$ cat src/rtl/psum_drain.sv
// psum_drain: reads a range of PSUM memory rows and streams each row's
// signed partial-sum lanes to a host-side consumer over valid/ready.
// Build option: define PSUM_DRAIN_SUM_EN to append a per-row lane-sum beat.
module psum_drain #(
    parameter int bw_psum = 19,
    parameter int col     = 8,
    parameter int addr_w  = 4,
    parameter int ow      = bw_psum + 4
) (
    input  logic                   clk,
    input  logic                   reset,
    input  logic                   start,
    input  logic [addr_w-1:0]      base_add,
    input  logic [addr_w:0]        row_cnt,
    output logic                   pmem_rd,
    output logic [addr_w-1:0]      pmem_add,
    input  logic [col*bw_psum-1:0] pmem_out,
    output logic                   out_valid,
    input  logic                   out_ready,
    output logic [ow-1:0]          out_data,
    output logic [3:0]             out_lane,
    output logic [addr_w-1:0]      out_row,
    output logic                   out_last,
    output logic                   busy,
    output logic                   done
);

    typedef enum logic [2:0] {
        IDLE,
        RD,
        CAP,
        SEND,
        DONE
    } state_t;

    // Index of the final beat of a row: the sum beat when enabled.
`ifdef PSUM_DRAIN_SUM_EN
    localparam logic [3:0] last_lane = 4'(col);
`else
    localparam logic [3:0] last_lane = 4'(col - 1);
`endif

    state_t                   state_q;
    state_t                   state_d;
    logic [addr_w-1:0]        cur_row;
    logic [addr_w:0]          rows_left;
    logic [3:0]               lane;
    logic [col*bw_psum-1:0]   word_reg;
    logic [bw_psum-1:0]       lane_val;
    logic [ow-1:0]            lane_ext;
    logic                     xfer;
    logic                     row_end;
    logic                     more_rows;

    assign xfer      = (state_q == SEND) && out_ready;
    assign row_end   = (lane == last_lane);
    assign more_rows = (rows_left > (addr_w + 1)'(1));

    // State register.
    always_ff @(posedge clk or negedge reset) begin
        // NOTE: sequential state uses non-blocking (<=) so every register
        // samples pre-edge values; blocking here would create ordering races.
        if (!reset) state_q <= IDLE;
        else        state_q <= state_d;
    end

    // Next-state and control outputs.
    always_comb begin
        // NOTE: every output gets a default first so no path leaves it
        // unassigned, which would infer a latch.
        state_d   = state_q;
        pmem_rd   = 1'b0;
        out_valid = 1'b0;
        out_last  = 1'b0;
        busy      = 1'b1;
        done      = 1'b0;
        unique case (state_q)
            IDLE: begin
                busy = 1'b0;
                if (start) state_d = (row_cnt != '0) ? RD : DONE;
            end
            RD: begin
                pmem_rd = 1'b1;
                state_d = CAP;
            end
            CAP: state_d = SEND;
            SEND: begin
                out_valid = 1'b1;
                out_last  = row_end && !more_rows;
                if (xfer && row_end) state_d = more_rows ? RD : DONE;
            end
            DONE: begin
                busy    = 1'b0;
                done    = 1'b1;
                state_d = IDLE;
            end
            default: state_d = IDLE;
        endcase
    end

    // Command latch, row/lane counters and captured memory word.
    always_ff @(posedge clk or negedge reset) begin
        if (!reset) begin
            cur_row   <= '0;
            rows_left <= '0;
            lane      <= '0;
            // NOTE: word_reg is a plain register, not a RAM, so it is reset
            // cheaply and outputs are clean zero after reset.
            word_reg  <= '0;
        end else begin
            case (state_q)
                IDLE: begin
                    if (start && row_cnt != '0) begin
                        cur_row   <= base_add;
                        rows_left <= row_cnt;
                    end
                end
                CAP: begin
                    word_reg <= pmem_out;
                    lane     <= '0;
                end
                SEND: begin
                    if (xfer) begin
                        if (row_end) begin
                            lane <= '0;
                            if (more_rows) begin
                                // Row address wraps modulo 2^addr_w.
                                cur_row   <= cur_row + 1'b1;
                                rows_left <= rows_left - 1'b1;
                            end
                        end else begin
                            lane <= lane + 1'b1;
                        end
                    end
                end
                default: ;
            endcase
        end
    end

    // Select the current lane from the captured word.
    always_comb begin
        lane_val = '0;
        for (int i = 0; i < col; i++) begin
            if (lane == 4'(i)) lane_val = word_reg[i*bw_psum +: bw_psum];
        end
    end

    assign lane_ext = {{(ow - bw_psum){lane_val[bw_psum-1]}}, lane_val};

`ifdef PSUM_DRAIN_SUM_EN
    logic [ow-1:0] row_sum;

    // Signed sum of all sign-extended lanes; ow bits cannot overflow.
    always_comb begin
        row_sum = '0;
        for (int i = 0; i < col; i++) begin
            row_sum = row_sum + {{(ow - bw_psum){word_reg[(i+1)*bw_psum-1]}},
                                 word_reg[i*bw_psum +: bw_psum]};
        end
    end

    assign out_data = (state_q != SEND)  ? '0 :
                      (lane == 4'(col))  ? row_sum : lane_ext;
`else
    assign out_data = (state_q == SEND) ? lane_ext : '0;
`endif

    // The read address holds between reads because cur_row only moves
    // when another row is about to be read.
    assign pmem_add = cur_row;
    assign out_lane = (state_q == SEND) ? lane : 4'd0;
    assign out_row  = (state_q == SEND) ? cur_row : '0;

endmodule

$ cat config.mk
export PLATFORM = sky130hd
export DESIGN_NAME = psum_drain
export DESIGN_NICKNAME = d
export VERILOG_FILES = /design/src/rtl/psum_drain.sv
export SDC_FILE = /design/constraint.sdc
export NUM_CORES = 1
export LEC_CHECK = 0
export BUFFER_PORTS_ARGS = -buffer_cell sky130_fd_sc_hd__clkbuf_2
export CAP_MARGIN = 25
export CORE_MARGIN = 8
export CORE_UTILIZATION = 48
export DETAILED_ROUTE_END_ITERATION = 6
export PLACE_DENSITY_LB_ADDON = 0.25
export SLEW_MARGIN = 10
export SYNTH_ARGS = -nofsm -noshare
export SYNTH_HDL_FRONTEND = slang
export SYNTH_SLANG_ARGS = --single-unit
$ cat constraint.sdc
create_clock -name clk -period 2.6 [get_ports clk]
set_clock_uncertainty 0.1 [all_clocks]
set_input_delay 0.65 -clock clk [delete_from_list [all_inputs] [get_ports clk]]
set_output_delay 0.65 -clock clk [all_outputs]
set_load 0.02 [all_outputs]
# Word level (Yosys, flattened, before mapping)
# Cells that the tools add are included.
[word_totals]
regBits = 168
latchBits = 0
ramBits = 0
mem_bits_ro = 0
in_bits = 165
out_inout_bits = 40
word_cells = 74
mem_count = 0
[classes]
add_sub_neg = 3
mul = 0
div_mod_pow = 0
magnitude_cmp = 1
eq_ne = 17
n_shift = 0
muxes = 34
bitwise = 0
reduce_logical = 14
[op_table]
columns = ["operator", "count"]
rows = [
  ["$mux 19", 8],
  ["$mux 4", 8],
  ["$mux 23", 1],
  ["$mux 5", 4],
  ["$eq 4x3->1 const B", 4],
  ["$pmux 4 s2", 2],
  ["$mux 3", 4],
  ["$pmux 3 s4", 1],
  ["$ne 2x2->1 const B", 5],
  ["$pmux 5 s2", 1],
  ["$add 4x1->4 const B", 2],
  ["$eq 4x2->1 const B", 2],
  ["$eq 3x2->1 const B", 2],
  ["$gt 5x1->1 const B", 1],
  ["$mux 1", 5],
  ["$reduce_and 5->1", 1],
  ["$reduce_bool 5->1", 1],
  ["$sub 5x1->5 const B", 1],
  ["$eq 4x1->1 const B", 1],
  ["$logic_and 1x1->1", 4],
  ["$logic_not 4->1", 1],
  ["$reduce_and 2->1", 2],
  ["$reduce_bool 2->1", 2],
  ["$eq 3x1->1 const B", 1],
  ["5 further kinds", 5],
]

# Logic depth before layout (Yosys ltp)
[depth]
depth_word = 10
ltp_mapped = 9
ltp_nobuf = 6

# Least setup slack after synthesis
# Ideal clock, no wire load.
[synth_path]
path_kind = "flip-flop to output port"
start = "reg lane[0]"
end = "out out_data[19]"
arrival_ns = 1.991
required_ns = 1.850
path_slack_ns = -0.141
stages_incl_launch_ff = 9
path_buffers = 3
cell_sequence = "dfrtp_1 > ha_1 > buf_6 > or3b_1 > buf_6 > a221oi_1 > nor4_1 > and3_1 > buf_4"
[synth_between]
elab_chain_cells = 10
[synth_rtl]
columns = ["element", "line", "source"]
rows = [
  ["start: declaration", "47", "logic [3:0] lane;"],
  ["start signal: assignment", "132", "lane <= lane + 1'b1;"],
  ["$logic_not 4->1", "145", "if (lane == 4'(i)) lane_val = word_reg[i*bw_psum +: bw_psum];"],
  ["$mux 19 (7 in series)", "145", ""],
  ["$mux 19 (*)", "145", ""],
  ["$mux 23 (*)", "166", "assign out_data = (state_q == SEND) ? lane_ext : '0;"],
  ["end: declaration", "20", "output logic [ow-1:0] out_data,"],
]
# Every way passes the cells marked *; elsewhere a longest branch is shown, timed or not.

# Worst setup path in the final report
[layout_path]
start = "reg lane[1]"
end = "out out_data[4]"
# Same word-level chain as after synthesis.

==> results by group <==
Status
  • Outcome: finished with violations
  • Violations in the final reports: negative setup slack

Logic synthesis
  • Dominant synthesized flop cell: sky130_fd_sc_hd__dfrtp_1
  • Mean post-synth cell area: 8.303 um^2
  • Register area share after synthesis: 51.45%
  • Post-Synthesis Cell Area: 8170 um^2
  • Distinct cells, synth: 51
  • Count of flip-flops with a built-in enable after synthesis: 0
  • Async set-reset flop share out of synthesis: 100.0%
  • Number of instances in the synthesized netlist: 984
  • Number of warnings reported in the yosys synthesis log: 0
  • Synthesized net count: 1156
  • Number of flip-flops and latches in the synthesized netlist: 168

Setup path
  • Largest driver fanout on the critical path: 10
  • Reg-to-Reg Start: lane[0]$_DFFE_PN0P_
  • R2R depth: 8
  • Reg2reg setup slack: 0.35 ns
  • Type of the worst setup path: register to output port
  • Termination of the worst setup path: out_data[4]
  • CP Data Required Time: 1.85 ns
  • Arrival @ worst endpoint: 2.36 ns
  • Startpoint type of the worst setup path: register
  • Launch point of the critical path: lane[1]$_DFFE_PN0P_
  • Kind of capture point of the worst setup path: output port
  • Worst reg2reg endpoint: rows_left[3]$_DFFE_PN0P_

Die
  • Effective utilization at floorplan: 49.09%
  • DIE HEIGHT: 146.5 um
  • Std cell rows: 47
  • Die Area: 21450 um^2
  • Top-level I/O count: 205
  • Die span in x: 146.5 um
  • Floorplan core area: 16640 um^2

Routing
  • Number of remaining DRC errors: 0
  • Via count: 7816
  • First-pass DRT Iterations: 5
  • Per-cell routed wire length: 18.30 um
  • DR iter-0 viols: 669
  • Post-detailed-route count of antenna-violating nets: 0
  • Vias per cell: 5.516
  • Total Wirelength: 25930 um

GRT
  • Overall Global Routing Usage: 23.59%
  • Largest net degree at the start of global routing: 101
  • Number of global-route vias before repair: 7827
  • Wire length of the first global-routing pass: 40550 um
  • Aggregate global routing overflow: 0
  • Number of antenna violations at the first check in global routing: 0

Timing
  • Sum of negative setup slack: -10.82 ns
  • Worst slew margin relative to its limit: 53.74%
  • Max Clock Freq: 321.2 MHz
  • Min cycle time layout: 3.114 ns
  • Number of max-slew violations in the final report: 0
  • Period utilisation layout: 119.8%
  • RSZ-0062 raised after global routing: true
  • Measured slew at the worst slew-check pin: 0.6940 ns
  • Final hold viol count: 0
  • Endpoints failing setup: 24
  • Worst path setup slack after routing: -0.5138 ns

Place
  • HPWL after detailed placement: 17810 um
  • Total cell area at the placement stage: 9565 um^2
  • Number of buffers added on ports: 204
  • Cell count after placement: 1379
  • DP Worst Slack: -0.1816 ns
  • Global placer's final weighted congestion: 0.8472

Final layout
  • Final-stage net count: 1356
  • Final core utilization: 63.54%
  • Final std cell area, no fill: 10570 um^2
  • Flip-flop count of the largest register, all copies and words added: 152
  • Antenna diodes: 0
  • Proportion of layout cells with a drive suffix above 1: 27.82%
  • Synthesis-to-layout area growth: 29.42%
  • Final instance count without filler cells: 1417

Clocking
  • CTS tree: done
  • Number of H-tree levels: 4
  • Clock Sinks: 168
  • Total clock buffers created by CTS: 17
  • Number of buffers on the longest clock path: 2
  • Hold buffer count at cts: 0
  • Clk_lat worst skew: 0.43 ns
  • Clk root buf: sky130_fd_sc_hd__clkbuf_16
  • Clock input transition at the sequential cells of the worst setup and hold paths: 0.07 ns

Power and ir drop
  • Leakage power total: 5.497 nW
  • Power per standard cell area: 1550 nW/um^2
  • Worst-case vdd ir drop: 1.164 mV

Run
  • Max-capacitance violation count: 0

Worst hold path
  • Path category of the worst min-delay check: input port to asynchronous set/reset pin
## cell usage after synthesis, types with 2 or more instances
cell                        number  area, um^2
sky130_fd_sc_hd__nand2_1       497        1866
sky130_fd_sc_hd__dfrtp_1       168        4204
sky130_fd_sc_hd__o22ai_1        42       262.8
sky130_fd_sc_hd__buf_2          30       150.1
sky130_fd_sc_hd__clkbuf_1       24       90.09
sky130_fd_sc_hd__a22oi_1        21       157.7
sky130_fd_sc_hd__and3_1         19       118.9
sky130_fd_sc_hd__o211ai_1       19       142.6
sky130_fd_sc_hd__nor2_1         18       67.56
sky130_fd_sc_hd__nor4_1         18       112.6
sky130_fd_sc_hd__a221oi_1       15       131.4
sky130_fd_sc_hd__a21oi_1        11       55.05
sky130_fd_sc_hd__buf_6          11       123.9
sky130_fd_sc_hd__and2_1          8       50.05
sky130_fd_sc_hd__inv_1           8       30.03
sky130_fd_sc_hd__ha_1            7       87.58
sky130_fd_sc_hd__buf_4           6       45.04
sky130_fd_sc_hd__nor3_1          5       25.02
sky130_fd_sc_hd__a221oi_2        4       60.06
sky130_fd_sc_hd__buf_1           4       15.01
sky130_fd_sc_hd__nand3_1         4       20.02
sky130_fd_sc_hd__o21ai_0         4       20.02
sky130_fd_sc_hd__o22a_1          4       35.03
sky130_fd_sc_hd__a31oi_1         3       18.77
sky130_fd_sc_hd__nand2b_1        3       18.77
sky130_fd_sc_hd__a2bb2oi_1       2       17.52
sky130_fd_sc_hd__nand4_1         2       12.51
sky130_fd_sc_hd__nor2b_1         2       12.51
sky130_fd_sc_hd__nor3b_1         2       15.01
sky130_fd_sc_hd__nor4b_1         2       17.52
## cells by family after synthesis
group / count (synthesis) / synth area share, %
XOR/XNOR: 1 / 0.1072
adder cells (fa/ha/maj): 7 / 1.072
AO/OA/AOI/OAI: 135 / 12.07
buffers and inverters: 84 / 5.605
AND/OR/NAND/NOR: 589 / 29.69
flip-flops: 168 / 51.45
## per-layer routing
metal  up-vias  global-route usage, %  part of all wire [%]
met5         -                      0                     0
met4         0                  10.66                   2.9
met3        48                  5.099                   6.2
met2       330                  37.50                    48
met1      3757                  30.36                    43
li1       3681                      -                     -
## power by group
part           internal (W)  switching, W  total [W]
Combinational       0.00357       0.00511    0.00868
Sequential          0.00396      0.000937    0.00490
Clock               0.00172       0.00109    0.00281
## worst max-delay path, cell delays in order (launching register included)
cell                       delay (ns)
sky130_fd_sc_hd__dfrtp_1         0.40
sky130_fd_sc_hd__inv_2           0.09
sky130_fd_sc_hd__ha_4            0.19
sky130_fd_sc_hd__or3b_4          0.43
sky130_fd_sc_hd__buf_8           0.18
sky130_fd_sc_hd__a221oi_1        0.24
sky130_fd_sc_hd__nor4_1          0.08
sky130_fd_sc_hd__and3_1          0.17
sky130_fd_sc_hd__clkbuf_4        0.16
## timing repair
action | 4_1_cts | 5_1_grt
endpoints found under the setup margin | 30 | 29
pin swaps | 4 | 3
setup buffers | 3 | 2
gates resized for setup | 43 | 28
gates cloned | 0 | 1
## worst min path at each step
stage / from / endpoint / slack, ns / cells past startpoint
CTS: reset / word_reg[37]$_DFFE_PN0P_ / 0.09 / 1
finish: reset / word_reg[37]$_DFFE_PN0P_ / 0.07 / 1
global placement: word_reg[145]$_DFFE_PN0P_ / word_reg[145]$_DFFE_PN0P_ / 0.36 / 2
floorplan: reset / lane[0]$_DFFE_PN0P_ / 0.25 / 0
detailed placement: word_reg[42]$_DFFE_PN0P_ / word_reg[42]$_DFFE_PN0P_ / 0.36 / 2
global route: reset / word_reg[37]$_DFFE_PN0P_ / 0.1 / 1
## metrics by stage
stage               power, W  hold WS (ns)
global placement     0.01253        0.3576
CTS                  0.01601       0.08665
global route         0.01740       0.09738
floorplan            0.01001        0.2544
finish               0.01639       0.07093
detailed placement   0.01270        0.3625
## cell type report
cell class | count | area, um^2
tap | 220 | 275.3
timing repair buffer | 256 | 1689
clock buffer | 18 | 429.2
clock inverter | 14 | 220.2
fill | 1419 | 6068
inverter | 9 | 37.54
sequential | 168 | 4207
multi-input combinational | 732 | 3716
## layout by cell type, fill, tap and decap left out, types with 3 or more instances in the layout
| cell type | synthesis | routed |
|---|---|---|
| sky130_fd_sc_hd__clkinvlp_4 | 0 | 4 |
| sky130_fd_sc_hd__buf_4 | 6 | 37 |
| sky130_fd_sc_hd__nor3_1 | 5 | 3 |
| sky130_fd_sc_hd__a221oi_2 | 4 | 15 |
| sky130_fd_sc_hd__ha_1 | 7 | 3 |
| sky130_fd_sc_hd__dfrtp_1 | 168 | 166 |
| sky130_fd_sc_hd__o21ai_0 | 4 | 4 |
| sky130_fd_sc_hd__buf_12 | 0 | 15 |
| sky130_fd_sc_hd__nor3_2 | 1 | 3 |
| sky130_fd_sc_hd__bufinv_16 | 0 | 5 |
| sky130_fd_sc_hd__inv_1 | 8 | 5 |
| sky130_fd_sc_hd__inv_6 | 0 | 3 |
| sky130_fd_sc_hd__clkbuf_16 | 0 | 18 |
| sky130_fd_sc_hd__nand2_1 | 497 | 497 |
| sky130_fd_sc_hd__and3_1 | 19 | 12 |
| sky130_fd_sc_hd__o22a_1 | 4 | 4 |
| sky130_fd_sc_hd__nand3_1 | 4 | 4 |
| sky130_fd_sc_hd__nor2_1 | 18 | 18 |
| sky130_fd_sc_hd__a21oi_1 | 11 | 11 |
| sky130_fd_sc_hd__nand2b_1 | 3 | 3 |
| sky130_fd_sc_hd__and3_2 | 0 | 6 |
| sky130_fd_sc_hd__and2_1 | 8 | 8 |
| sky130_fd_sc_hd__o22ai_1 | 42 | 41 |
| sky130_fd_sc_hd__a221oi_4 | 0 | 3 |
| sky130_fd_sc_hd__buf_6 | 11 | 4 |
| sky130_fd_sc_hd__a22oi_1 | 21 | 21 |
| sky130_fd_sc_hd__a31oi_1 | 3 | 3 |
| sky130_fd_sc_hd__clkbuf_4 | 0 | 14 |
| sky130_fd_sc_hd__nor4_1 | 18 | 17 |
| sky130_fd_sc_hd__clkbuf_2 | 0 | 181 |
| sky130_fd_sc_hd__o211ai_1 | 19 | 19 |
| sky130_fd_sc_hd__buf_2 | 30 | 3 |
Note: power is estimated with default switching activity, not from simulation.
